===== src/rtl/reg_file_sb_pkg.sv =====
`default_nettype none
// ============================================================================
// Module  : reg_file_sb_pkg
// Brief   : Shared defaults and pending-bit helper for the register file.
// Revision: 1.0 - initial release
// ============================================================================
package reg_file_sb_pkg;

   localparam int RF_DATA_W = 16;
   localparam int RF_ADDR_W = 4;
   localparam int RF_NUM_RD = 2;

   typedef enum logic [1:0] {
      PEND_HOLD  = 2'd0,
      PEND_SET   = 2'd1,
      PEND_CLEAR = 2'd2
   } pend_op_e;

   // A new producer supersedes the one being written back, so issue wins.
   function automatic pend_op_e pend_op(input logic iss_hit, input logic wb_hit);
      if (iss_hit) return PEND_SET;
      if (wb_hit)  return PEND_CLEAR;
      return PEND_HOLD;
   endfunction

endpackage
`default_nettype wire


===== src/rtl/reg_file_sb_if.sv =====
`default_nettype none
// ============================================================================
// Module  : reg_file_sb_if
// Brief   : Read, writeback and issue bus of the register file.
// Revision: 1.0 - initial release
// ============================================================================
interface reg_file_sb_if
   import reg_file_sb_pkg::*;
#(
   parameter int DATA_W = RF_DATA_W,
   parameter int ADDR_W = RF_ADDR_W,
   parameter int NUM_RD = RF_NUM_RD
);
   logic [NUM_RD*ADDR_W-1:0] r_addr;
   logic [NUM_RD*DATA_W-1:0] r_data;
   logic [NUM_RD-1:0]        r_busy;
   logic                     we;
   logic [ADDR_W-1:0]        w_addr;
   logic [DATA_W-1:0]        w_data;
   logic                     iss_en;
   logic [ADDR_W-1:0]        iss_addr;
   logic                     flush;
   logic                     stall;

   modport master (
      output r_addr, we, w_addr, w_data, iss_en, iss_addr, flush,
      input  r_data, r_busy, stall
   );

   modport slave (
      input  r_addr, we, w_addr, w_data, iss_en, iss_addr, flush,
      output r_data, r_busy, stall
   );
endinterface
`default_nettype wire


===== src/rtl/reg_file_sb_rf_scoreboard.sv =====
`default_nettype none
// ============================================================================
// Module  : rf_scoreboard
// Brief   : Pending-write bit per register with per-read-port busy lookup.
// Revision: 1.0 - initial release
// ============================================================================
module rf_scoreboard
   import reg_file_sb_pkg::*;
#(
   parameter int ADDR_W   = RF_ADDR_W,
   parameter int NUM_RD   = RF_NUM_RD,
   parameter int BYPASS   = 1,
   parameter int ZERO_REG = 0
) (
   input  logic                     clock,
   input  logic                     rst,
   input  logic                     we,
   input  logic [ADDR_W-1:0]        w_addr,
   input  logic                     iss_en,
   input  logic [ADDR_W-1:0]        iss_addr,
   input  logic                     flush,
   input  logic [NUM_RD*ADDR_W-1:0] r_addr,
   output logic [NUM_RD-1:0]        r_busy,
   output logic                     stall
);
   localparam int c_depth = 2**ADDR_W;

   logic [c_depth-1:0] r_pending;
   pend_op_e           w_op [c_depth];

   generate
      for (genvar i = 0; i < c_depth; i++) begin : g_pend_op
         logic w_iss_hit;
         logic w_wb_hit;
         assign w_iss_hit = iss_en && (iss_addr == ADDR_W'(i)) && !((ZERO_REG != 0) && (i == 0));
         assign w_wb_hit  = we && (w_addr == ADDR_W'(i));
         assign w_op[i]   = pend_op(w_iss_hit, w_wb_hit);
      end
   endgenerate

   always_ff @(posedge clock or posedge rst) begin
      if (rst) begin
         r_pending <= '0;
      end else if (flush) begin
         r_pending <= '0;
      end else begin
         for (int i = 0; i < c_depth; i++) begin
            case (w_op[i])
               PEND_SET:   r_pending[i] <= 1'b1;
               PEND_CLEAR: r_pending[i] <= 1'b0;
               default:    r_pending[i] <= r_pending[i];
            endcase
         end
      end
   end

   // A same-cycle writeback is forwarded by the bypass, so it no longer blocks.
   always_comb begin
      r_busy = '0;
      for (int p = 0; p < NUM_RD; p++) begin
         r_busy[p] = r_pending[r_addr[p*ADDR_W +: ADDR_W]]
                     && !((BYPASS != 0) && we && (w_addr == r_addr[p*ADDR_W +: ADDR_W]));
      end
   end

   assign stall = |r_busy;

endmodule
`default_nettype wire


===== src/rtl/reg_file_sb.sv =====
`default_nettype none
// ============================================================================
// Module  : reg_file_sb
// Brief   : Multi-read-port register file with bypass and pending scoreboard.
// Revision: 1.0 - initial release
// ============================================================================
module reg_file_sb
   import reg_file_sb_pkg::*;
#(
   parameter int DATA_W   = RF_DATA_W,
   parameter int ADDR_W   = RF_ADDR_W,
   parameter int NUM_RD   = RF_NUM_RD,
   parameter int BYPASS   = 1,
   parameter int ZERO_REG = 0
) (
   input logic          clock,
   input logic          rst,
   reg_file_sb_if.slave bus
);
   localparam int c_depth = 2**ADDR_W;

   logic [DATA_W-1:0] r_mem [c_depth];
   logic [DATA_W-1:0] w_rd  [NUM_RD];
   logic              w_wr_en;

   assign w_wr_en = bus.we && !((ZERO_REG != 0) && (bus.w_addr == '0));

   always_ff @(posedge clock or posedge rst) begin
      if (rst) begin
         for (int i = 0; i < c_depth; i++) begin
            r_mem[i] <= '0;
         end
      end else if (w_wr_en) begin
         r_mem[bus.w_addr] <= bus.w_data;
      end
   end

   generate
      for (genvar p = 0; p < NUM_RD; p++) begin : g_rd_port
         logic [ADDR_W-1:0] w_ra;
         logic              w_is_zero;
         logic              w_fwd;
         assign w_ra      = bus.r_addr[p*ADDR_W +: ADDR_W];
         assign w_is_zero = (ZERO_REG != 0) && (w_ra == '0);
         assign w_fwd     = (BYPASS != 0) && bus.we && (bus.w_addr == w_ra);
         assign w_rd[p]   = w_is_zero ? '0 : (w_fwd ? bus.w_data : r_mem[w_ra]);
      end
   endgenerate

   always_comb begin
      bus.r_data = '0;
      for (int p = 0; p < NUM_RD; p++) begin
         bus.r_data[p*DATA_W +: DATA_W] = w_rd[p];
      end
   end

   rf_scoreboard #(
      .ADDR_W   (ADDR_W),
      .NUM_RD   (NUM_RD),
      .BYPASS   (BYPASS),
      .ZERO_REG (ZERO_REG)
   ) u_scoreboard (
      .clock    (clock),
      .rst      (rst),
      .we       (bus.we),
      .w_addr   (bus.w_addr),
      .iss_en   (bus.iss_en),
      .iss_addr (bus.iss_addr),
      .flush    (bus.flush),
      .r_addr   (bus.r_addr),
      .r_busy   (bus.r_busy),
      .stall    (bus.stall)
   );

endmodule
`default_nettype wire


===== src/flat_wrapper.sv =====
// flat-port wrapper written by rule: the top's interface ports become plain ports
module reg_file_sb_flat import reg_file_sb_pkg::*;
#(
   parameter int DATA_W   = RF_DATA_W,
   parameter int ADDR_W   = RF_ADDR_W,
   parameter int NUM_RD   = RF_NUM_RD,
   parameter int BYPASS   = 1,
   parameter int ZERO_REG = 0
)
  (clock, rst, bus_r_addr, bus_we, bus_w_addr, bus_w_data, bus_iss_en, bus_iss_addr, bus_flush, bus_r_data, bus_r_busy, bus_stall);
  reg_file_sb_if #(.DATA_W(DATA_W), .ADDR_W(ADDR_W), .NUM_RD(NUM_RD)) bus_i ();
  input logic clock;
  input logic rst;
  input wire logic [$bits(bus_i.r_addr)-1:0] bus_r_addr;
  input wire logic [$bits(bus_i.we)-1:0] bus_we;
  input wire logic [$bits(bus_i.w_addr)-1:0] bus_w_addr;
  input wire logic [$bits(bus_i.w_data)-1:0] bus_w_data;
  input wire logic [$bits(bus_i.iss_en)-1:0] bus_iss_en;
  input wire logic [$bits(bus_i.iss_addr)-1:0] bus_iss_addr;
  input wire logic [$bits(bus_i.flush)-1:0] bus_flush;
  output wire logic [$bits(bus_i.r_data)-1:0] bus_r_data;
  output wire logic [$bits(bus_i.r_busy)-1:0] bus_r_busy;
  output wire logic [$bits(bus_i.stall)-1:0] bus_stall;
  assign bus_i.r_addr = bus_r_addr;
  assign bus_i.we = bus_we;
  assign bus_i.w_addr = bus_w_addr;
  assign bus_i.w_data = bus_w_data;
  assign bus_i.iss_en = bus_iss_en;
  assign bus_i.iss_addr = bus_iss_addr;
  assign bus_i.flush = bus_flush;
  assign bus_r_data = bus_i.r_data;
  assign bus_r_busy = bus_i.r_busy;
  assign bus_stall = bus_i.stall;
  reg_file_sb #(.DATA_W(DATA_W), .ADDR_W(ADDR_W), .NUM_RD(NUM_RD), .BYPASS(BYPASS), .ZERO_REG(ZERO_REG)) u_core (.clock(clock), .rst(rst), .bus(bus_i));
endmodule

===== config.mk =====
export PLATFORM = sky130hd
export DESIGN_NAME = reg_file_sb_flat
export DESIGN_NICKNAME = d
export VERILOG_FILES = /design/src/rtl/reg_file_sb_pkg.sv /design/src/rtl/reg_file_sb_if.sv /design/src/rtl/reg_file_sb_rf_scoreboard.sv /design/src/rtl/reg_file_sb.sv /design/src/flat_wrapper.sv
export SDC_FILE = /design/constraint.sdc
export NUM_CORES = 1
export LEC_CHECK = 0
export ABC_AREA = 1
export CAP_MARGIN = 20
export CELL_PAD_IN_SITES_DETAIL_PLACEMENT = 1
export CELL_PAD_IN_SITES_GLOBAL_PLACEMENT = 1
export CORE_ASPECT_RATIO = 1.75
export CORE_MARGIN = 2
export CORE_UTILIZATION = 35
export DETAILED_ROUTE_END_ITERATION = 16
export PLACE_DENSITY = 0.72
export RECOVER_POWER = 50
export SETUP_SLACK_MARGIN = 0.4
export SLEW_MARGIN = 20
export SYNTH_ARGS = -nofsm -noshare
export SYNTH_HDL_FRONTEND = slang
export SYNTH_SLANG_ARGS = --single-unit

===== constraint.sdc =====
create_clock -name clock -period 17.2 [get_ports clock]
set_input_delay 3.44 -clock clock [delete_from_list [all_inputs] [get_ports clock]]
set_output_delay 3.44 -clock clock [all_outputs]
set_load 0.02 [all_outputs]

==> flow_summary.toml <==
[layout]
post-route-util = 0.391
fillerInstances = 5988
num_antenna_cells = 0
multi_input_comb_area_sq_mm = 0.00765
regArea_sq_mm = 0.00681
post_route_cells_drive_above_1_share = 0.0377
design.final.nets = 2511
layout.cells.non_filler = 3082
finalInstanceArea_sq_mm = 0.0182
syn_to_final_growth_pct = 10.9

[min_path]
worst_hold_path_type = "reg -> reg"

[logic_synthesis]
synth_top_area_cell = "sky130_fd_sc_hd__dfrtp_1"
post_synth_num_cell_types = 21
asr_flop_ratio_synth = 1.00
edff_count_synth = 0
synth-seq-cells = 272
synthesis.nets = 2567
total_of_warnings_raised_by_yosys = 0
synth.cells.most_frequent = "sky130_fd_sc_hd__nand2_1 (970), sky130_fd_sc_hd__nand3_1 (492), sky130_fd_sc_hd__inv_1 (303)"
synth-adder-area-share = 0
synth_top_flop_cell = "sky130_fd_sc_hd__dfrtp_1"
syn_area_sq_mm = 0.0164
post_synthesis_share_of_cell_area_spent_on_and_or_nand_and_nor_gates = 0.379
synth_xor_xnor_area_share = 0
synth.most_common_cell = "sky130_fd_sc_hd__nand2_1"
synth_top_area_frac = 0.414
post_synth_main_area_contributors = "sky130_fd_sc_hd__dfrtp_1 (41%), sky130_fd_sc_hd__nand2_1 (22%), sky130_fd_sc_hd__nand3_1 (15%), sky130_fd_sc_hd__o21ai_0 (7.7%), sky130_fd_sc_hd__inv_1 (6.9%)"
fraction_of_the_mapped_netlist_area_in_compound_gates = 0.0856
post_synth.cell_area_avg_sq_um = 6.49
synth_top_family_by_area = "simple AND/OR/NAND/NOR gates"
postSynthCellCount = 2530
muxShareOfSynthArea = 0
seq_area_frac_synth = 0.414

[routing]
vias = 16900
avgRoutedWirePerCell_um = 21.6
postRouteWirelength_um = 66700
vias_per_cell = 5.50
dr.pass1.iters = 5
wl_met2_um = 34000
dr.first_iter.drc_count = 1048
remaining_drc_errors = 0
top_layer_used = "met4"
wl_met3_um = 2510
ant_nets = 0
wirelength_met1_um = 25600

[setup_path]
worst-path-buf-inv = 5
required_time_at_the_endpoint_of_the_critical_path_ps = 13760
critical_path.max_fanout = 70
critical-path-max-stage-delay_ps = 830
critPathKind = "in -> out"
critical_path.startpoint_type = "input port"
critical_path.top_delay_family = "buffers and inverters"
critical_path.cell_chain = "buf_4 -> inv_4 -> buf_4 -> nor2_1 -> nor3_2 -> nand2_2 -> inv_2 -> nand2_1 -> nand2_1 -> clkdlybuf4s50_1"
endpoint_kind = "output pin"
cp_data_arrival_time_ps = 7450
crit_path_top_delay_cell = "sky130_fd_sc_hd__buf_4"

[clock_network]
clock_slew_seen_by_the_registers_of_the_worst_setup_and_hold_paths_ps = 60
clock-sinks = 272
root_buffer = "sky130_fd_sc_hd__clkbuf_16"
worstSkewPairLatency_ps = 570
cts_post_setup_buffers_inserted = 0
clock_tree.htree_level_count = 1
cts_made_buffers = 28
post_cts_resized = 0
tritoncts = "yes"
clk_path_buf_depth = 3
cts-hold-fix-buffers = 0

[sta]
fmax_mhz = 91.9
slew_viol_final = 148
worst_slew_margin_rel = -2.57
report.final.hold_viol_count = 0
rsz0062_at_grt = "false"
tightest_slew_ps = 5320
worst_slack_on_hold_paths_ps = 485
fin_skew_ps = 0
setup_viol = 0
fin_tns_setup_ps = 0
fin_crit_sh = 0.633
setup_ws_ps = 6310
min_period_ps = 10890

[place]
place.detailed.instances = 3032
io_buffer_count = 71
dpl-instance-area_sq_mm = 0.0173
place_hpwl_um = 40000
place_ws_ps = 6340
globalplace.congestion = 0.832

[outcome]
outcome = "finished, violations left"
failed_checks = "max-capacitance violations, max-slew violations"

[grt]
number_of_antenna_violations_at_the_first_check_in_global_routing = 0
grt_max_degree = 160
gr-usage-all-layers = 0.276
globalRoute.totalOverflow = 0
grt_pass1_vias = 18400
wire_length_of_the_first_global_routing_pass_um = 105000

[die]
core_sq_mm = 0.0466
placement_rows = 105
die_area_sq_mm = 0.0488
floorplan.io_pins = 72
die_h_um = 291
start_util = 0.352
dieWidth_um = 168

[pwr]
power.clock.fraction = 0.332
cell_internal_pwr_mw = 1.32
sequentialPowerShare = 0.414
power_switching_uw = 688
power.switching_fraction = 0.342
irDropWorstVdd_mv = 0.0668
leakagePower_nw = 9.42
total_power_mw = 2.01
power_density_mw_per_mm2 = 110
p_comb_frac = 0.255

[flow_run]
timing.max_cap.violations = 2
## worst paths after layout
check	slack (ps)	to	start	cells past startpoint
worst max register to register	16420	u_core.r_mem[198]$_DFFE_PP0P_	u_core.r_mem[198]$_DFFE_PP0P_	2
min in group asynchronous	4940	u_core.u_scoreboard.r_pending[12]$_DFFE_PP0P_	rst	2
worst min-delay path	490	u_core.r_mem[131]$_DFFE_PP0P_	u_core.r_mem[131]$_DFFE_PP0P_	2
max in group asynchronous	9850	u_core.r_mem[233]$_DFFE_PP0P_	rst	2
worst min register to register	490	u_core.r_mem[131]$_DFFE_PP0P_	u_core.r_mem[131]$_DFFE_PP0P_	2
worst max-delay path	6310	bus_r_data[30]	bus_r_addr[4]	10
## per-layer routing
metal	GRT usage	vias to the layer above
met5	0	-
met4	0.172	0
met3	0.0278	231
met2	0.509	452
met1	0.299	8448
li1	-	7812
## flip-flops by register name (all words and copies together) (netlist names)
signal	flops
u_core.r_mem	256
u_core.u_scoreboard.r_pending	16
## kinds of logic (layout without fill, tap and decap cells)
logic type	after synthesis	count (layout)
and+or+nand+nor	1484	1484
buffers and inverters	494	458
AOI/OAI and AO/OA	280	280
DFF	272	272
## worst min-delay path, cell delays in order (launching register included)
cell and delay [ps]:
sky130_fd_sc_hd__dfrtp_1 340, sky130_fd_sc_hd__nand2_1 50, sky130_fd_sc_hd__o21ai_0 60
## cells in the final DEF, fill, tap and decap left out, types with 7 or more instances in the layout
cell type / n
sky130_fd_sc_hd__dfrtp_1: 272
sky130_fd_sc_hd__clkdlybuf4s50_1: 63
sky130_fd_sc_hd__a21oi_1: 18
sky130_fd_sc_hd__buf_4: 25
sky130_fd_sc_hd__inv_1: 300
sky130_fd_sc_hd__inv_2: 7
sky130_fd_sc_hd__clkbuf_1: 8
sky130_fd_sc_hd__nand3_1: 486
sky130_fd_sc_hd__clkbuf_16: 29
sky130_fd_sc_hd__o21ai_0: 252
sky130_fd_sc_hd__nor2_1: 13
sky130_fd_sc_hd__nand2_1: 970
## power by group through the flow
stage | logic (mW) | clock network (mW) | registers [mW]
2_1_floorplan | 0.359 | 0 | 0.822
3_3_place_gp | 0.487 | 0 | 0.835
3_5_place_dp | 0.512 | 0 | 0.840
4_1_cts | 0.515 | 0.678 | 0.830
5_1_grt | 0.587 | 0.700 | 0.847
6_report | 0.513 | 0.667 | 0.832
## layout make-up
class                      count  share of cell area
multi-input combinational   1764               0.420
tap                          588              0.0404
timing repair buffer          96              0.0484
clock inverter                 9             0.00824
clock buffer                  41              0.0450
sequential                   272               0.374
inverter                     312              0.0646
Power figures use the tool's default switching activity.
